## src/rtl/seg_scan_ctrl.sv

```systemverilog
// ---------------------------------------------------------------------------
// seg_scan_ctrl
//   Multiplexed 4-digit 7-segment display controller. One BCD-to-segment
//   decoder is time-shared across four digits. Each digit slot is active for
//   SCAN_DIV clock cycles, so one frame lasts 4*SCAN_DIV cycles. A new value
//   written during a frame is held in a shadow register and only reaches the
//   display register at the frame boundary, which prevents tearing.
//
// Parameters
//   SCAN_DIV    clock cycles per digit slot (legal range 2..1024)
//
// Ports
//   clk         system clock, rising-edge active
//   reset       asynchronous, active-low reset
//   load        single-cycle strobe qualifying data_in
//   data_in     four BCD nibbles, digit0 = [3:0] ... digit3 = [15:12]
//   blank       level; forces segOut and digitEn low in the same cycle
//   segOut      segment pattern gfedcba, active-high (decoded from registers)
//   digitEn     one-hot digit enable, active-high (decoded from registers)
//   frame_done  registered one-cycle pulse on the first cycle of a new frame
//   pending     registered; high while a loaded value waits in the shadow
// ---------------------------------------------------------------------------
module seg_scan_ctrl #(
  parameter int unsigned SCAN_DIV = 4
) (
  input  logic        clk,
  input  logic        reset,
  input  logic        load,
  input  logic [15:0] data_in,
  input  logic        blank,
  output logic [6:0]  segOut,
  output logic [3:0]  digitEn,
  output logic        frame_done,
  output logic        pending
);

  localparam int unsigned CNT_W    = (SCAN_DIV > 1) ? $clog2(SCAN_DIV) : 1;
  localparam int unsigned DIGIT_W  = 2;
  localparam int unsigned DATA_W   = 16;
  localparam int unsigned SEG_W    = 7;

  localparam logic [CNT_W-1:0]   SLOT_LAST  = CNT_W'(SCAN_DIV - 1);
  localparam logic [DIGIT_W-1:0] DIGIT_LAST = DIGIT_W'(3);

  typedef enum logic {
    IDLE = 1'b0,
    SCAN = 1'b1
  } state_t;

  // Registered state
  state_t              state_q;
  logic [DIGIT_W-1:0]  idx_q;
  logic [CNT_W-1:0]    slot_q;
  logic [DATA_W-1:0]   disp_q;
  logic [DATA_W-1:0]   shadow_q;
  logic                pend_q;
  logic                fd_q;

  // Next-state values
  state_t              state_d;
  logic [DIGIT_W-1:0]  idx_d;
  logic [CNT_W-1:0]    slot_d;
  logic [DATA_W-1:0]   disp_d;
  logic [DATA_W-1:0]   shadow_d;
  logic                pend_d;
  logic                fd_d;

  // Last cycle of the frame: digit 3, final slot cycle
  logic boundary_c;
  assign boundary_c = (idx_q == DIGIT_LAST) && (slot_q == SLOT_LAST);

  // BCD nibble to gfedcba; non-decimal codes show a dash
  function automatic logic [SEG_W-1:0] bcd_to_seg(input logic [3:0] nib);
    logic [SEG_W-1:0] seg;
    case (nib)
      4'h0:    seg = 7'h3F;
      4'h1:    seg = 7'h06;
      4'h2:    seg = 7'h5B;
      4'h3:    seg = 7'h4F;
      4'h4:    seg = 7'h66;
      4'h5:    seg = 7'h6D;
      4'h6:    seg = 7'h7D;
      4'h7:    seg = 7'h07;
      4'h8:    seg = 7'h7F;
      4'h9:    seg = 7'h6F;
      default: seg = 7'h40;
    endcase
    return seg;
  endfunction

  // State register
  always_ff @(posedge clk or negedge reset) begin
    if (!reset) begin
      state_q  <= IDLE;
      idx_q    <= '0;
      slot_q   <= '0;
      disp_q   <= '0;
      shadow_q <= '0;
      pend_q   <= 1'b0;
      fd_q     <= 1'b0;
    end else begin
      state_q  <= state_d;
      idx_q    <= idx_d;
      slot_q   <= slot_d;
      disp_q   <= disp_d;
      shadow_q <= shadow_d;
      pend_q   <= pend_d;
      fd_q     <= fd_d;
    end
  end

  // Next-state logic: scan timing, shadow capture and frame-boundary update
  always_comb begin
    state_d  = state_q;
    idx_d    = idx_q;
    slot_d   = slot_q;
    disp_d   = disp_q;
    shadow_d = shadow_q;
    pend_d   = pend_q;
    fd_d     = 1'b0;

    case (state_q)
      IDLE: begin
        // First load goes straight to the display; no frame is in flight
        if (load) begin
          disp_d  = data_in;
          state_d = SCAN;
          idx_d   = '0;
          slot_d  = '0;
          pend_d  = 1'b0;
        end
      end

      SCAN: begin
        if (slot_q == SLOT_LAST) begin
          slot_d = '0;
          idx_d  = idx_q + DIGIT_W'(1);
        end else begin
          slot_d = slot_q + CNT_W'(1);
        end

        if (boundary_c) begin
          // A load coinciding with the boundary is newer than anything pending
          fd_d   = 1'b1;
          pend_d = 1'b0;
          if (load) begin
            disp_d = data_in;
          end else if (pend_q) begin
            disp_d = shadow_q;
          end
        end else if (load) begin
          // Last load in a frame overwrites any earlier one
          shadow_d = data_in;
          pend_d   = 1'b1;
        end
      end

      default: begin
        state_d = IDLE;
      end
    endcase
  end

  // Output decode from registers; blank overrides in the same cycle
  logic [3:0] nibble_c;
  always_comb begin
    nibble_c = 4'h0;
    case (idx_q)
      2'd0:    nibble_c = disp_q[3:0];
      2'd1:    nibble_c = disp_q[7:4];
      2'd2:    nibble_c = disp_q[11:8];
      default: nibble_c = disp_q[15:12];
    endcase
  end

  always_comb begin
    segOut  = '0;
    digitEn = '0;
    if ((state_q == SCAN) && !blank) begin
      digitEn = 4'b0001 << idx_q;
      // Slot cycle 0 is dead time so the previous digit cannot ghost
      if (slot_q != '0) begin
        segOut = bcd_to_seg(nibble_c);
      end
    end
  end

  assign frame_done = fd_q;
  assign pending    = pend_q;

endmodule

```

## config.mk

```make
export PLATFORM = sky130hd
export DESIGN_NAME = seg_scan_ctrl
export DESIGN_NICKNAME = d
export VERILOG_FILES = /design/src/rtl/seg_scan_ctrl.sv
export SDC_FILE = /design/constraint.sdc
export NUM_CORES = 1
export LEC_CHECK = 0
export CORE_AREA = 2 2 66 68
export CTS_BUF_LIST = sky130_fd_sc_hd__clkbuf_4 sky130_fd_sc_hd__clkbuf_8 sky130_fd_sc_hd__clkbuf_16
export CTS_CLUSTER_SIZE = 24
export DETAILED_ROUTE_END_ITERATION = 10
export DIE_AREA = 0 0 68 70
export PLACE_DENSITY = 0.77
export SLEW_MARGIN = 20
export SYNTH_ARGS = -nofsm -noshare
export SYNTH_HDL_FRONTEND = slang
export SYNTH_SLANG_ARGS = --single-unit
```

## constraint.sdc

```tcl
create_clock -name clk -period 3.1 [get_ports clk]
set_clock_uncertainty 0.05 [all_clocks]
set_input_delay 0.62 -clock clk [delete_from_list [all_inputs] [get_ports clk]]
set_output_delay 0.62 -clock clk [all_outputs]
set_load 0.005 [all_outputs]
```

==> summary.txt, run 1 <==
Crit path arrival time = 2570 ps
Cell Rows = 24
Startpoint types = register
Cell variety after synth = 35
Warnings from Yosys = 0
Async SR Flop Fraction = 1.000
Sink Count = 39
Via Count = 1607
Dominant synthesized flop cell = dfrtp_1
Post-Syn Instances = 190
GPL Wtd Cong = 0.8175
CP max stage delay = 480 ps
Worst-case reg-to-reg path depth = 6
Commonest cells after routing, fill and taps aside = dfrtp_1, buf_4, clkdlybuf4s50_1
WP data required = 2430 ps
Final hold vios = 0
Final Cycle Share = 1.045
Vias in the first global route = 1634
DR DRC count = 0
Global-route wire length before repair = 7479 µm
Final Worst Setup Slack = -140.4 ps
Worst min path class = input pin to asynchronous set/reset pin
Vias per cell = 5.304
Initial DRC count = 61
Placeable Area = 4144 µm²
Deepest clock path buffer count = 2
Antenna violations before repair = 0
Least-Margin Pin Slew = 847.8 ps
Max rail drop VDD = 0.0005738 V
Chip height = 70 µm
CTS Buf Count = 5
Slowest-stage cell, CP = or4_4
Cell taking the most area after synthesis = dfrtp_1
Router iterations before antenna repair = 5
Antenna diodes = 0
Routed WL = 4636 µm
Antenna-violating nets left = 0
Pwr dens = 973.7 nW/µm²
Pleak = 0.001314 µW
Peak Freq = 308.6 MHz
Largest net degree at the start of global routing = 40
Clock-pin slew on the worst setup and hold paths = 70 ps
CTS tree = built
Avg Cell Area, Syn = 11.00 µm²
Fin crit period = 3240 ps
Status = complete, but fails checks
CP Max Fanout = 4
Share of the synthesized area in the top cell type = 0.4668
Reg2Reg Setup Slack = 870 ps
Clock tree root driver cell = clkbuf_8
All-Layer GR Usage = 0.2117
Failing checks = setup timing
IO Pins = 33
Most used cell, CP = ha_4
Post-synthesis sequential area ratio = 0.4668
Worst slew margin = 0.4348
Final setup violation count = 4
Total power = 2767 µW
Layout cells sized above 1 = 0.3506
Synthesized area = 2091 µm²
Reg-to-reg startpoint = idx_q[0]
Overflow left after global routing = 0
P&R area growth vs syn = 35.91%
Final slew viol count = 0
Die ar. = 4760 µm²
Number of max-cap violations = 0
Synth top area cells = dfrtp_1, mux2i_1, mux2_2
Number of synthesized flops with an enable pin = 0
Synth Net Count = 222
Setup_tns = -288.0 ps
Yosys reg bits = 39
Drt wl/cell = 15.30 µm
Hpwl dp = 2940 µm
Most common cell after layout, fill and taps aside = dfrtp_1
H-tree depth = 2
Starting density of the core = 0.5045
I/O Buffers = 32
Final net count = 282
Worst-Skew Late Latency = 290 ps
Die width = 68 µm
Nature of the critical path endpoint = primary output
Critical R2R Capture = shadow_q[5]
Kind of critical path = register to primary output
Unrepaired setup endpoints after global routing = yes
Cell Chain, Critical Path = buf_6 -> ha_4 -> a222oi_1 -> mux2i_1 -> buf_4 -> ha_4 -> or4_4 -> o21ai_2 -> buf_2
[logic make-up after synthesis]
kind of cell,Yosys count,synth area share
and+or+nand+nor,39,0.09337
adders and majority gates,12,0.07181
AOI/OAI and AO/OA,40,0.1155
buffers and inverters,19,0.04249
muxes,41,0.2100
DFF,39,0.4668
[final cells by class]
cell class / count / area (µm²)
inverter: 10 / 42.54
tap: 52 / 65.06
clock inverter: 1 / 8.758
fill: 315 / 1303
timing repair buffer: 62 / 524.3
sequential: 39 / 977.2
clock buffer: 7 / 90.09
multi-input combinational: 132 / 1134
[worst max-delay path by stage]
stage,end,from,cells past startpoint
after floorplan,segOut[3],idx_q[0],8
after global placement,segOut[3],idx_q[0],8
after detailed placement,segOut[3],idx_q[0],8
after CTS,segOut[3],idx_q[1],9
after global routing,segOut[3],idx_q[0],9
final,segOut[3],idx_q[0],9
[synthesized netlist by cell type, types with 2 or more instances]
library cell and instances:
and2_1 3, buf_2 2, inv_1 10, a21oi_1 7, or4_1 3, mux2i_1 21
nand2b_1 3, o21ai_0 22, nand2_1 19, dfrtp_1 39, clkbuf_1 4, mux2_2 18
a222oi_1 3, nand3_1 2, ha_1 12, nor2_1 3
[registers in the layout, summed over array words and instances (netlist names)]
signal,cells
shadow_q,16
pending,1
slot_q,2
frame_done,1
state_q,1
disp_q,16
idx_q,2
[critical path, delay by kind of cell, from the launching register on]
| kind | cells | cell delay [ps] |
|---|---|---|
| adders and majority gates | 2 | 400 |
| AOI/OAI and AO/OA | 2 | 380 |
| buffers and inverters | 3 | 430 |
| DFF | 1 | 410 |
| muxes | 1 | 170 |
| and+or+nand+nor | 1 | 480 |
[what timing repair did]
| action | 4_1_cts | 5_1_grt |
|---|---|---|
| hold buffers | 0 | 0 |
| buffers inserted | 9 | 2 |
| setup endpoints to repair | 7 | 7 |
| pin swaps | 7 | 7 |
| cloned | 0 | 0 |
| gates resized for setup | 41 | 19 |
| endpoints found under the hold margin | 0 | 0 |
[layer usage]
metal / vias up / track usage / part of all wire
li1: 789 / - / -
met1: 781 / 0.2492 / 0.41
met2: 31 / 0.3679 / 0.55
met3: 6 / 0.04348 / 0.027
met4: 0 / 0.08222 / 0.012
met5: - / 0 / 0
[where the power goes]
part | internal, µW | total, µW | switching, µW | leakage [µW]
sequential | 672 | 783 | 111 | 0.000467
clock | 191 | 364 | 173 | 0.0000519
combinational | 880 | 1620 | 740 | 0.000795
total | 1740 | 2770 | 1020 | 0.00131
[stage by stage]
stage	cells	utilization	setup WS, ps	area (µm²)	hold WS (ps)
floorplan	190	-	347.8	2091	274.4
global placement	284	0.6184	-132.2	2562	415.9
detailed placement	284	0.6184	-174.7	2562	420.7
CTS	301	0.6763	-99.88	2803	401.2
global route	303	0.6857	-272.7	2841	455.5
finish	303	0.6857	-140.4	2841	380.6
Note: power is estimated with default switching activity, not from simulation.
==> run 2: changes to the inputs <==
CORE_AREA = 2 2 76 78   (was 2 2 66 68)
DIE_AREA = 0 0 78 80   (was 0 0 68 70)
PLACE_DENSITY = 0.61   (was 0.77)
==> summary.txt, run 2 (synthesis results as in run 1) <==
Final slew viol count = 0 (unchanged)
Die width = 78 µm (+15%)
Cell Rows = 27 (+13%)
Commonest cells after routing, fill and taps aside = dfrtp_1, buf_4, clkdlybuf4s50_1
Least-Margin Pin Slew = 866.5 ps (+18.69 ps)
Drt wl/cell = 13.86 µm (-9.4%)
Starting density of the core = 0.3868 (-0.1177)
Startpoint types = register
Sequential cell area = 977.2 µm² (unchanged)
Sw power = 1041 µW (+1.6%)
Pleak = 0.001339 µW (+2.0%)
Antenna diodes = 0 (unchanged)
Nature of the critical path endpoint = primary output
Router iterations before antenna repair = 4 (-1)
Clock-pin slew on the worst setup and hold paths = 70 ps (about the same)
GPL Wtd Cong = 0.8129 (-0.56%)
WP data required = 2430 ps (about the same)
All-Layer GR Usage = 0.1565 (-0.05524)
Worst slew margin = 0.4224 (-0.01246)
CTS Buf Count = 5 (unchanged)
Biggest regs = disp_q (16), shadow_q (16)
Unrepaired setup endpoints after global routing = yes
Met3 routed WL = 160 µm (+30%)
DP Worst Slack = -304.7 ps (-130.0 ps)
Layout cells sized above 1 = 0.3794 (+0.02885)
Largest net degree at the start of global routing = 40 (unchanged)
Failing checks = setup timing
Initial DRC count = 89 (+46%)
Final Cycle Share = 1.064 (+0.01854)
Overflow left after global routing = 0 (unchanged)
Pwr dens = 975.1 nW/µm² (+0.15%)
Worst-case reg-to-reg path depth = 6 (unchanged)
Finished Layout Cells = 325 (+7.3%)
Highest Signal Layer = met4
Number of max-cap violations = 0 (unchanged)
Routed WL = 4506 µm (-2.8%)
Clock tree root driver cell = clkbuf_8
Status = complete, but fails checks
Antenna violations before repair = 0 (unchanged)
Placeable Area = 5405 µm² (+30%)
CTS tree = built
Placed cell areas = 2587 µm² (+0.98%)
P&R area growth vs syn = 40.16%
Placed insts = 304 (+7.0%)
DR DRC count = 0 (unchanged)
Via Count = 1593 (-0.87%)
Comb power frac = 0.594 (+0.009)
Chip height = 80 µm (+14%)
CTS Hold Bufs = 0 (unchanged)
Kind of critical path = register to primary output
Final net count = 284 (+0.71%)
Area of the multi-input gates = 1184 µm² (+4.4%)
Sink Count = 39 (unchanged)
Global-route wire length before repair = 7665 µm (+2.5%)
Fillers = 487 (+55%)
IO Pins = 33 (unchanged)
Post-route cell area = 2930 µm² (+3.1%)
Critical R2R Capture = shadow_q[6]
Antenna-violating nets left = 0 (unchanged)
Met2 Wirelength = 2232 µm (-13%)
Final setup violation count = 5 (+1)
Worst min path class = input pin to asynchronous set/reset pin
Int Power = 1816 µW (+4.2%)
Vias in the first global route = 1595 (-2.4%)
Fin crit period = 3298 ps (+57.46 ps)
Vias per cell = 4.902 (-7.6%)
Clock network fraction of total power = 0.132 (about the same)
Sequential power share = 0.273 (-0.010)
Final Worst Setup Slack = -197.9 ps (-57.46 ps)
WL met1 = 2085 µm (+9.8%)
Worst-Skew Late Latency = 280 ps (about the same)
Most common cell after layout, fill and taps aside = dfrtp_1
Final hold vios = 0 (unchanged)
H-tree depth = 2 (unchanged)
Max rail drop VDD = 0.0004724 V (-18%)
I/O Buffers = 32 (unchanged)
Reg2Reg Setup Slack = 860 ps (about the same)
Deepest clock path buffer count = 2 (unchanged)
Peak Freq = 303.2 MHz (-1.7%)
Reg-to-reg startpoint = idx_q[0]
Hpwl dp = 3193 µm (+8.6%)
Die ar. = 6240 µm² (+31%)
CP Max Fanout = 3 (-1)
Crit path arrival time = 2630 ps (+60 ps)
Sw Ratio = 0.3645 (-0.005896)
## run 2: changes by cell type in the layout (fill, tap and decap cells not counted), sizes merged
cell	change
buf	+4
clkbuf	-1
clkinv	-1
## run 2: cell type report
| type | count | share of cell area |
|---|---|---|
| clock buffers | 8 | 0.03544 |
| inverters | 10 | 0.01366 |
| multi-input cells | 132 | 0.4039 |
| flip-flops and latches | 39 | 0.3335 |
| well taps | 72 | 0.03074 |
| repair buffers | 64 | 0.1827 |
## run 2: power by group through the flow
stage	Combinational (µW)	Clock (µW)	Sequential, µW
floorplan	705	0	748
global placement	1210	0	774
detailed placement	1240	0	784
CTS	1510	391	779
global route	1860	417	801
finish	1700	378	781
## run 2: how the worst max path moves through the flow
stage | startpoint | end | slack, ps | cells past startpoint
floorplan | idx_q[0] | segOut[3] | 350 | 8
global placement | idx_q[0] | segOut[3] | -140 | 8
detailed placement | idx_q[0] | segOut[3] | -300 | 8
CTS | idx_q[1] | segOut[3] | -200 | 9
global route | idx_q[1] | segOut[5] | -270 | 10
finish | idx_q[1] | segOut[3] | -200 | 9
## run 2: stage by stage
stage	util	setup TNS, ps	total power (µW)	hold WS [ps]
CTS	0.5271	-611.1	2677	428.7
floorplan	-	0	1453	274.4
global placement	0.4787	-404.3	1984	419.0
finish	0.5421	-605.3	2857	402.0
global route	0.5421	-1215	3075	462.4
detailed placement	0.4787	-1057	2026	421.9
## run 2: worst max-delay path: stages, from the launching register on
cell	delay [ps]
dfrtp_1	430
inv_2	90
ha_4	180
a222oi_1	410
mux2i_2	160
buf_4	180
ha_4	230
or4_4	470
o21ai_1	80
buf_2	120
## run 2: metal layers
metal,GRT usage,up-vias
met1,0.2019,752
met2,0.2647,35
li1,-,802
met4,0.05088,0
met5,0,-
met3,0.03054,4
## run 2: repair_timing
item                                    in CTS  in global routing
endpoints found under the setup margin       7                  7
gates resized for setup                     47                 21
setup buffers                               12                  2
pin swaps                                   12                  9
